### src/rtl/excp_commit_ctrl.sv
// -----------------------------------------------------------------------------
// excp_commit_ctrl
//
// Commits an exception or ERTN that reaches the WB stage. It latches the
// instruction's attributes, pulses the CSR write strobes for one cycle, holds
// a fetch redirect until fetch accepts it, and then waits until the younger
// pipeline stages have no exception left in flight before accepting new events.
//
// Optional feature: define EXCP_COMMIT_BADV_EN to write BADV on address-type
// exceptions. Without it, badv_we/badv_wdata are tied low and no BADV
// register exists.
//
// Ports
//   clk, resetn          clock, asynchronous active-low reset
//   wb_valid/excp/ertn   WB stage instruction qualifiers
//   wb_ecode/esubcode    exception codes of the WB instruction
//   wb_pc, wb_badv       PC and faulting address of the WB instruction
//   csr_eentry, csr_era  redirect targets for exception / ERTN
//   pipe_excp_pending    exception flag still live in IF/ID/EX/ME
//   redirect_ready       fetch accepts the redirect
//   excp_commit          flush in progress (COMMIT or DRAIN)
//   redirect_valid/pc    fetch redirect request and target
//   era_we/wdata, estat_we/ecode/esubcode, ertn_restore, badv_we/wdata
//                        CSR update strobes and data
// -----------------------------------------------------------------------------
module excp_commit_ctrl #(
  parameter int ADDR_W = 32
) (
  input  logic              clk,
  input  logic              resetn,
  input  logic              wb_valid,
  input  logic              wb_excp,
  input  logic              wb_ertn,
  input  logic [5:0]        wb_ecode,
  input  logic [8:0]        wb_esubcode,
  input  logic [ADDR_W-1:0] wb_pc,
  input  logic [ADDR_W-1:0] wb_badv,
  input  logic [ADDR_W-1:0] csr_eentry,
  input  logic [ADDR_W-1:0] csr_era,
  input  logic              pipe_excp_pending,
  input  logic              redirect_ready,
  output logic              excp_commit,
  output logic              redirect_valid,
  output logic [ADDR_W-1:0] redirect_pc,
  output logic              era_we,
  output logic [ADDR_W-1:0] era_wdata,
  output logic              estat_we,
  output logic [5:0]        estat_ecode,
  output logic [8:0]        estat_esubcode,
  output logic              ertn_restore,
  output logic              badv_we,
  output logic [ADDR_W-1:0] badv_wdata
);

  typedef enum logic [1:0] {
    IDLE   = 2'd0,
    COMMIT = 2'd1,
    DRAIN  = 2'd2
  } state_e;

  state_e            state_q, state_d;
  logic              first_q;     // high only in the first COMMIT cycle
  logic              ertn_q;      // latched kind: 1 = ERTN, 0 = exception
  logic [5:0]        ecode_q;
  logic [8:0]        esubcode_q;
  logic [ADDR_W-1:0] pc_q;
  logic [ADDR_W-1:0] target_q;

  logic wb_event;
  logic accept;

  // wb_valid gates both qualifiers; events are only taken while IDLE so a
  // flush in progress cannot be re-triggered by younger instructions.
  assign wb_event = wb_valid & (wb_excp | wb_ertn);
  assign accept   = (state_q == IDLE) & wb_event;

  // NOTE: every variable assigned here gets a default first, otherwise a
  // missed branch would infer a latch.
  always_comb begin
    state_d = state_q;
    unique case (state_q)
      IDLE:    if (wb_event) state_d = COMMIT;
      COMMIT:  if (redirect_ready) state_d = DRAIN;
      DRAIN:   if (!pipe_excp_pending) state_d = IDLE;
      default: state_d = IDLE;
    endcase
  end

  // NOTE: the attribute registers are reset as well as the state so that the
  // data outputs read 0 during and straight after reset.
  always_ff @(posedge clk or negedge resetn) begin
    if (!resetn) begin
      // NOTE: sequential state always uses non-blocking assignments.
      state_q    <= IDLE;
      first_q    <= 1'b0;
      ertn_q     <= 1'b0;
      ecode_q    <= '0;
      esubcode_q <= '0;
      pc_q       <= '0;
      target_q   <= '0;
    end else begin
      state_q <= state_d;
      first_q <= accept;
      if (accept) begin
        // Exception wins over a simultaneous ERTN.
        ertn_q     <= ~wb_excp;
        ecode_q    <= wb_ecode;
        esubcode_q <= wb_esubcode;
        pc_q       <= wb_pc;
        target_q   <= wb_excp ? csr_eentry : csr_era;
      end
    end
  end

  assign excp_commit    = (state_q == COMMIT) | (state_q == DRAIN);
  assign redirect_valid = (state_q == COMMIT);
  assign redirect_pc    = target_q;

  assign era_we         = (state_q == COMMIT) & first_q & ~ertn_q;
  assign estat_we       = era_we;
  assign ertn_restore   = (state_q == COMMIT) & first_q & ertn_q;
  assign era_wdata      = pc_q;
  assign estat_ecode    = ecode_q;
  assign estat_esubcode = esubcode_q;

`ifdef EXCP_COMMIT_BADV_EN
  logic [ADDR_W-1:0] badv_q;
  logic              badv_code;

  always_ff @(posedge clk or negedge resetn) begin
    if (!resetn) begin
      badv_q <= '0;
    end else if (accept) begin
      badv_q <= wb_badv;
    end
  end

  // Address-type exceptions: PIL/PIS/PIF/PME, PPI, ADEF, ALE, TLBR.
  always_comb begin
    badv_code = 1'b0;
    unique case (ecode_q)
      6'h01, 6'h02, 6'h03, 6'h04,
      6'h07, 6'h08, 6'h09, 6'h3F: badv_code = 1'b1;
      default:                    badv_code = 1'b0;
    endcase
  end

  assign badv_we    = era_we & badv_code;
  assign badv_wdata = badv_q;
`else
  logic unused_badv;
  assign unused_badv = ^wb_badv;
  assign badv_we     = 1'b0;
  assign badv_wdata  = '0;
`endif

endmodule

### config.mk
export PLATFORM = sky130hd
export DESIGN_NAME = excp_commit_ctrl
export DESIGN_NICKNAME = d
export VERILOG_FILES = /design/src/rtl/excp_commit_ctrl.sv
export SDC_FILE = /design/constraint.sdc
export NUM_CORES = 1
export LEC_CHECK = 0
export BUFFER_PORTS_ARGS = -buffer_cell sky130_fd_sc_hd__buf_2
export CAP_MARGIN = 20
export CORE_MARGIN = 10
export CORE_UTILIZATION = 37
export CTS_BUF_LIST = sky130_fd_sc_hd__clkbuf_16
export DETAILED_ROUTE_END_ITERATION = 10
export PLACE_DENSITY = 0.86
export SLEW_MARGIN = 20
export SYNTH_ARGS = -nofsm -noshare
export SYNTH_HDL_FRONTEND = slang
export SYNTH_SLANG_ARGS = --single-unit
### constraint.sdc
create_clock -name clk -period 1.6 [get_ports clk]
set_clock_uncertainty 0.05 [all_clocks]
set_input_delay 0.08 -clock clk [delete_from_list [all_inputs] [get_ports clk]]
set_output_delay 0.08 -clock clk [all_outputs]
set_load 0.02 [all_outputs]
# == After elaboration in Yosys (flattened, before gate mapping) ==
# Cells that the tools add are included.
# Widths: inputs -> output; s select.
# op_classes
n_reduce_logical,2
n_bitwise,9
eq_ne,5
mux,5
# op_table
op,count
$mux 32,1
$mux 2,3
$ne 2x2->1 const B,3
$pmux 2 s3,1
$and 1x1->1,5
$reduce_and 3->1,1
$eq 2x1->1 const B,1
$eq 2x2->1 const B,1
$logic_not 2->1,1
$not 1->1,2
$or 1x1->1,2
# totals
register_bits,83

# == Logic depth before layout (Yosys ltp) ==
# Gate-level depths: netlist (run 1).
# logic_depth
depth_word,4
depth_mapped,7
mapped_depth_nobuf,5

# == Least setup slack after synthesis (run 1) ==
# Ideal clock, no wire load.
# synth_path
kind,flip-flop to flip-flop
from,register state_q[0]
to,register state_q[0]
path_buffers,0
arrival_time_ps,1395
period_less_slack_ps,1569
path_slack_ps,31
path_stages_with_launch,5
path_cell_list,dfrtp_1 > inv_1 > ha_1 > a222oi_1 > mux2_2
# synth_via
elab_chain_len,3
word_cells_on_any_way,8
classes_between,eq/ne: 5; mux: 1; reduce/logical: 2
# synth_rtl
item,line_no,text
start: declaration,61,"state_e state_q, state_d;"
start signal: assignment,102,state_q <= state_d;
$eq 2x1->1 (tied with other cells),81,unique case (state_q)
$ne 2x2->1 (no source line),-,
$reduce_and 3->1 (no source line),-,
# Parallel ways exist; a longest one is shown, timed or not.
# A chain may end at the register's enable or synchronous reset.

# == Worst setup path after layout (run 1) ==
# Same ends and word-level chain as after synthesis.

==> results.py, run 1 <==
metrics = {
    "clock_network": {
        "cts.reportedPaths.clkPinSlew_ns": 0.06,
        "htreeDepth": 3,
        "cts_sinks": 83,
        "numCtsBuffers": 9,
        "cts-root-buf": "clkbuf_16",
        "cts_tree": "yes",
        "cts_max_path_buffers": 2,
        "insertion_delay_ns": 0.33,
    },
    "detailed_routing": {
        "route.detailed.drc": 0,
        "num_vias": 3520,
        "initialDrtViolationCount": 145,
        "firstDrtPassIters": 5,
        "antenna_left": 0,
        "vias_per_cell": 4.78,
        "finalWirelength_mm": 15.0,
        "post_drt_wl_per_cell_um": 20.4,
    },
    "global_routing": {
        "grt_start_max_net_pins": 84,
        "overflow": 0,
        "gr-usage-all-layers_pct": 17.1,
        "antenna_found_initial": 3,
        "grt_pass1_wl_mm": 19.8,
        "grt_pass1_vias": 3762,
    },
    "synth": {
        "synth.area.top_cells": "dfrtp_1 56%, mux2_2 11%, mux2i_1 8.6%, buf_4 7.9%, o21ai_0 4.4%",
        "syn_area_mm2": 0.00371,
        "synth_area_leader_cell": "dfrtp_1",
        "syn_inst": 295,
        "synth_seq_cells": 83,
        "yosysWarnings": 0,
        "avgSynthCellArea_um2": 12.6,
        "ys_types": 18,
        "synth-seq-area-share_pct": 55.9,
        "yosysTopAreaCellShare_pct": 55.9,
    },
    "sta": {
        "hold_viol_final": 3,
        "worstMarginPinSlew_ns": 0.591,
        "final_period_minus_worst_setup_slack_ns": 1.65,
        "clock.fmax_ghz": 0.605,
        "setup_viol": 35,
        "worst_hold_slack_ns": -0.0164,
        "rsz0062_at_grt": "true",
        "relSlewSlack_pct": 60.6,
        "slew_violations": 0,
        "worst_slack_ns": -0.0539,
        "period_share_pct": 103,
    },
    "floorplanning": {
        "core-area_mm2": 0.00977,
        "die_x_um": 120,
        "rows": 36,
        "start_util_pct": 38.0,
        "die_area_mm2": 0.0144,
        "die_h_um": 120,
        "ios": 267,
    },
    "pwr": {
        "leakagePower_nw": 3.40,
        "ir_worst_vdd_v": 0.00104,
        "powerDensity_mw_per_mm2": 1820,
    },
    "cells_and_area": {
        "multi_input_comb_area_mm2": 0.00157,
        "layout_common_cells": "197 x buf_2, 83 x dfrtp_1, 82 x dlygate4sd3_1",
        "regArea_mm2": 0.00208,
        "layout_commonest_cell": "buf_2",
        "drive_above_1_share_pct": 50.8,
        "area_growth_pct": 71.9,
        "final_nets": 750,
        "nFillCells": 687,
    },
    "critical_path": {
        "crit_family": "compound AO/OA/AOI/OAI gates",
        "crit_type": "reg2reg",
        "cp_slowest_cell": "a222oi_1",
        "cp-end-kind": "register",
        "cp.required_ns": 1.77,
        "worstPathArrival_ns": 1.82,
        "crit_fanout": 3,
        "crit_chain": "inv_2 -> ha_2 -> a222oi_1 -> mux2_2",
        "r2r_start": "state_q[0]",
        "critPathLaunch": "state_q[0]",
        "cpPeakStageDelay_ns": 0.45,
        "worstSetupStartpointType": "register",
        "cp.buffers_inverters": 1,
    },
    "status": {
        "violations": "hold timing, setup timing",
        "status": "finished with violations",
    },
    "worst_hold_path": {
        "hold_path.startpoint": "csr_era[25]",
        "hold_path.class": "in2reg",
    },
    "place": {
        "gp_congestion": 0.833,
        "port_buffers": 201,
        "dp_slack_ns": -0.0677,
        "dp_hpwl_mm": 8.43,
    },
    "job": {
        "cap_violations": 0,
    },
}
-- worst paths after layout --
kind | end | slack, ns | cells past startpoint
min in group asynchronous | era_wdata[0] | 0.29 | 3
max in group asynchronous | redirect_pc[20] | 0.87 | 3
setup / recovery | state_q[0] | -0.05 | 4
hold reg to reg | redirect_pc[20] | 0.43 | 2
hold / removal | redirect_pc[25] | -0.02 | 3
setup reg to reg | state_q[0] | -0.05 | 4
-- cell usage after synthesis --
cell	n
nor2_1	1
nand2_1	34
mux2i_1	32
dfrtp_1	83
o211ai_4	1
o21ai_0	33
clkbuf_1	2
a222oi_1	1
mux2_1	13
buf_2	7
inv_1	4
buf_6	2
and3_1	1
conb_1	1
ha_1	4
o21ai_1	1
mux2_2	36
buf_4	39
-- routing by layer --
metal	vias up	GRT usage, %	share of wire [%]	routed length [µm]
li1	1545	-	-	-
met4	0	7.39	2.4	358
met1	1714	16.4	36	5420
met3	34	9.26	12	1810
met2	227	29.9	49	7420
met5	-	0	0	0
-- worst reg2reg max path: stages (launching register included) --
cell and delay, ns:
dfrtp_1 0.39, inv_2 0.08, ha_2 0.18, a222oi_1 0.45, mux2_2 0.39
-- registers in the layout (all words and copies together) (netlist names) --
signal / flops
estat_esubcode: 9
state_q: 2
era_wdata: 32
redirect_pc: 32
ertn_q: 1
first_q: 1
estat_ecode: 6
-- timing repair --
| item | CTS | global route |
|---|---|---|
| endpoints found under the hold margin | 151 | 2 |
| gates cloned | 0 | 9 |
| resized for setup | 8 | 76 |
| setup buffers | 0 | 9 |
| pin swaps | 1 | 5 |
| hold buffers | 80 | 2 |
| setup endpoints to repair | 41 | 50 |
-- kinds of logic after synthesis --
group	share of synthesized area [%]
mux	23.5
flops	55.9
fa+ha+maj	1.35
compound gates	5.42
buf+inv	10.0
other cells	0.101
simple gates	3.70
-- cell type report --
class	instances	share of cell area [%]
Multi-Input combinational cell	190	24.5
Timing Repair Buffer	308	35.2
Inverter	4	0.235
Tap cell	133	2.61
Antenna cell	3	0.118
Clock inverter	6	1.29
Clock buffer	9	3.53
Sequential cell	83	32.5
-- metrics by stage --
| step | TNS [ns] | utilization, % | cell area (µm²) | cells | power [mW] |
|---|---|---|---|---|---|
| floorplan | 0 | - | 3830 | 327 | 6.43 |
| finish | -0.554 | 65.3 | 6390 | 736 | 11.6 |
| CTS | -0.00222 | 60.2 | 5880 | 713 | 10.5 |
| global placement | -0.0115 | 48.6 | 4750 | 618 | 7.90 |
| global route | -3.16 | 65.3 | 6380 | 735 | 12.2 |
| detailed placement | -0.906 | 48.6 | 4750 | 618 | 8.09 |
-- power by group --
part | leakage, nW | internal [mW] | switching, mW
Sequential | 1.00 | 3.14 | 0.636
Combinational | 2.24 | 2.57 | 3.08
Clock | 0.156 | 1.35 | 0.836
Total | 3.40 | 7.05 | 4.55
Power figures use the tool's default switching activity.
==> run 2, diff against run 1 <==
--- a/config.mk
+++ b/config.mk
@@ -5,10 +5,11 @@
 export SDC_FILE = /design/constraint.sdc
 export NUM_CORES = 1
 export LEC_CHECK = 0
+export ABC_AREA = 1
 export BUFFER_PORTS_ARGS = -buffer_cell sky130_fd_sc_hd__buf_2
 export CAP_MARGIN = 20
 export CORE_MARGIN = 10
-export CORE_UTILIZATION = 37
+export CORE_UTILIZATION = 38
 export CTS_BUF_LIST = sky130_fd_sc_hd__clkbuf_16
 export DETAILED_ROUTE_END_ITERATION = 10
 export PLACE_DENSITY = 0.86
@@ -16,3 +17,4 @@
 export SYNTH_ARGS = -nofsm -noshare
 export SYNTH_HDL_FRONTEND = slang
 export SYNTH_SLANG_ARGS = --single-unit
+export TNS_END_PERCENT = 1
==> run 2 against run 1 <==
Net effect:
- the run now ends clean
- die area rose by 4.5%
- first-iteration DRC count grew 48%
- via count rose by 20%
- hold slack improved by 0.028 ns
- sequential share of layout area grew 1.7 points
- final area is 5.0% lower
- clock power decreased by 16%
- critical path type is now reg2out
==> results.py, run 2 <==
metrics = {
    "clock_network": {
        "numCtsBuffers": 9,
        "cts_sinks": 83,
        "cts.reportedPaths.clkPinSlew_ns": 0.06,
        "htreeDepth": 3,
        "cts_tree": "yes",
        "cts-root-buf": "clkbuf_16",
        "cts_max_path_buffers": 2,
        "insertion_delay_ns": 0.31,
    },
    "global_routing": {
        "grt_pass1_wl_mm": 22.5,
        "antenna_found_initial": 2,
        "grt_start_max_net_pins": 43,
        "grt_pass1_vias": 4624,
        "gr-usage-all-layers_pct": 18.5,
        "overflow": 0,
    },
    "floorplanning": {
        "die_h_um": 123,
        "ios": 267,
        "start_util_pct": 39.0,
        "rows": 37,
        "die_area_mm2": 0.0151,
        "die_x_um": 123,
        "core-area_mm2": 0.0103,
    },
    "detailed_routing": {
        "maxUsedRoutingLayer": "met4",
        "num_vias": 4235,
        "route.detailed.drc": 0,
        "post_drt_wl_per_cell_um": 15.5,
        "wl_met3_mm": 1.25,
        "vias_per_cell": 4.62,
        "wl_met1_mm": 5.30,
        "antenna_left": 0,
        "dr_wl_met2_mm": 7.16,
        "initialDrtViolationCount": 215,
        "finalWirelength_mm": 14.2,
        "firstDrtPassIters": 5,
    },
    "sta": {
        "worst_slack_ns": 0.00424,
        "clock.fmax_ghz": 0.627,
        "hold_viol_final": 0,
        "slew_violations": 0,
        "final_period_minus_worst_setup_slack_ns": 1.60,
        "setup_viol": 0,
        "rsz0062_at_grt": "true",
        "period_share_pct": 99.7,
    },
    "critical_path": {
        "endpoint": "ertn_restore",
        "crit_chain": "inv_1 -> ha_2 -> inv_1 -> nor3_1 -> buf_4",
        "cpMostUsedCell": "inv_1",
        "crit_fanout": 3,
        "reg2reg_slack_ns": 0.11,
        "cp.depth": 5,
        "cp.required_ns": 1.47,
        "cp.buffers_inverters": 3,
        "cp_slowest_cell": "dfrtp_1",
        "critPathLaunch": "state_q[1]",
        "reg2reg_to": "era_wdata[2]",
        "cp-end-kind": "output port",
        "worstPathArrival_ns": 1.47,
        "r2r_start": "state_q[0]",
        "cpPeakStageDelay_ns": 0.39,
        "worstSetupStartpointType": "register",
        "crit_type": "reg2out",
        "reg2regPathDepth": 6,
        "crit_family": "flip-flops",
    },
    "pwr": {
        "internal_power_mw": 5.72,
        "ir_worst_vdd_v": 0.000726,
        "swShare_pct": 44.7,
        "p_comb_share_pct": 47.8,
        "seqPwrFrac_pct": 34.6,
        "switching_power_mw": 4.62,
        "powerDensity_mw_per_mm2": 1710,
        "leakagePower_nw": 3.43,
        "clkPwrFrac_pct": 17.7,
    },
    "synth": {
        "synth_common_cells": "260 x nand2_1, 83 x dfrtp_1, 80 x o21ai_0",
        "synth_top_flop_cell": "dfrtp_1",
        "yosysTopAreaCellShare_pct": 51.6,
        "synth.area.top_cells": "dfrtp_1 52%, nand2_1 24%, o21ai_0 10%, buf_4 6.5%, buf_2 1.4%",
        "synth_enable_flop_cells": 0,
        "async_reset_ff_share_pct": 100,
        "synth_area_leader_cell": "dfrtp_1",
        "synth_seq_cells": 83,
        "avgSynthCellArea_um2": 7.90,
        "synth-seq-area-share_pct": 51.6,
        "synth_most_common_cell": "nand2_1",
        "syn_inst": 509,
        "ys_types": 18,
        "syn_area_mm2": 0.00402,
        "yosysWarnings": 0,
    },
    "place": {
        "dp_hpwl_mm": 9.51,
        "dpl_cell_area_mm2": 0.00507,
        "dp_slack_ns": 0.0887,
        "port_buffers": 201,
        "gp_congestion": 0.835,
    },
    "worst_hold_path": {
        "hold_path.class": "in2reg",
        "hold_depth": 5,
    },
    "cells_and_area": {
        "final_area_mm2": 0.00606,
        "layout_commonest_cell": "nand2_1",
        "final_nets": 928,
        "layout_common_cells": "260 x nand2_1, 197 x buf_2, 83 x dfrtp_1",
        "drive_above_1_share_pct": 30.2,
        "postLayoutCoreUtil_pct": 58.7,
        "area_growth_pct": 50.8,
    },
    "job": {
        "cap_violations": 0,
    },
    "status": {
        "status": "finished, final reports clean",
    },
}
[run 2: cell count changes in the layout (fill, tap and decap cells not counted), moves of 4 or more]
cell,delta
buf_4,+5
buf_6,-8
clkbuf_16,-7
dlygate4sd3_1,-10
inv_1,+4
mux2_2,-19
mux2_4,-30
mux2i_1,-32
nand2_1,+232
o21ai_0,+61
o21ai_1,-13
[run 2: how the worst min path moves through the flow]
| stage | startpoint | to | slack, ns |
|---|---|---|---|
| floorplan | resetn | era_wdata[0] | -0.27 |
| global placement | resetn | era_wdata[28] | -0.02 |
| detailed placement | resetn | era_wdata[0] | -0.02 |
| CTS | csr_era[31] | redirect_pc[31] | 0.0001 |
| global route | csr_era[23] | redirect_pc[23] | 0.004 |
| finish | csr_era[20] | redirect_pc[20] | 0.01 |
[run 2: area by class of cell]
cell class | instances | area [µm²]
clock buffers | 9 | 225
clock inverters | 6 | 35.0
fillers | 888 | 4260
well taps | 136 | 170
multi-input cells | 386 | 1630
diodes | 2 | 5.00
flip-flops and latches | 83 | 2080
repair buffers | 287 | 1890
inverters | 7 | 26.3
[run 2: repair_timing]
| action | CTS | global route |
|---|---|---|
| gates resized for setup | 4 | 10 |
| hold buffers | 72 | 0 |
| endpoints found under the hold margin | 146 | 0 |
| cloned | 0 | 0 |
| endpoints found under the setup margin | 3 | 15 |
| pin swaps | 1 | 0 |
| buffers inserted | 0 | 0 |
[run 2: kinds of logic (layout without fill, tap and decap cells)]
group                      count (synthesis)  count (layout)  synth area share [%]
AOI/OAI and AO/OA                         82              82                  10.5
adders and majority gates                  4               4                  1.24
buffers and inverters                     72             309                  10.9
DFF                                       83              83                  51.6
other                                      1              35                0.0932
and+or+nand+nor                          267             267                  25.6
[run 2: through the flow]
step | instances | hold WS (ns) | setup TNS (ns) | total power, mW
after global routing | 916 | 0.00366 | -0.190 | 11.1
after global placement | 827 | -0.0240 | 0 | 8.23
after floorplan | 541 | -0.266 | 0 | 6.53
after detailed placement | 827 | -0.0216 | 0 | 8.39
final | 916 | 0.0120 | 0 | 10.3
after CTS | 914 | 0.000127 | 0 | 10.4
[run 2: routing by layer]
layer  vias to the layer above  global-route usage (%)
li1                       2052                       -
met1                      1954                    20.4
met2                       194                    32.0
met3                        35                    5.51
met4                         0                    8.62
met5                         -                       0
[run 2: tightest hold or removal path: cells and delay by family]
family / cells / cell delay (ns)
buffers and inverters: 1 / 0.08
and+or+nand+nor: 4 / 0.19
[run 2: power groups by stage]
stage,Clock (mW),Combinational [mW],Sequential [mW]
after floorplan,0,1.72,4.81
after global placement,0,4.71,3.52
after detailed placement,0,4.80,3.59
after CTS,1.90,4.94,3.57
after global routing,1.99,5.45,3.71
final,1.83,4.94,3.57
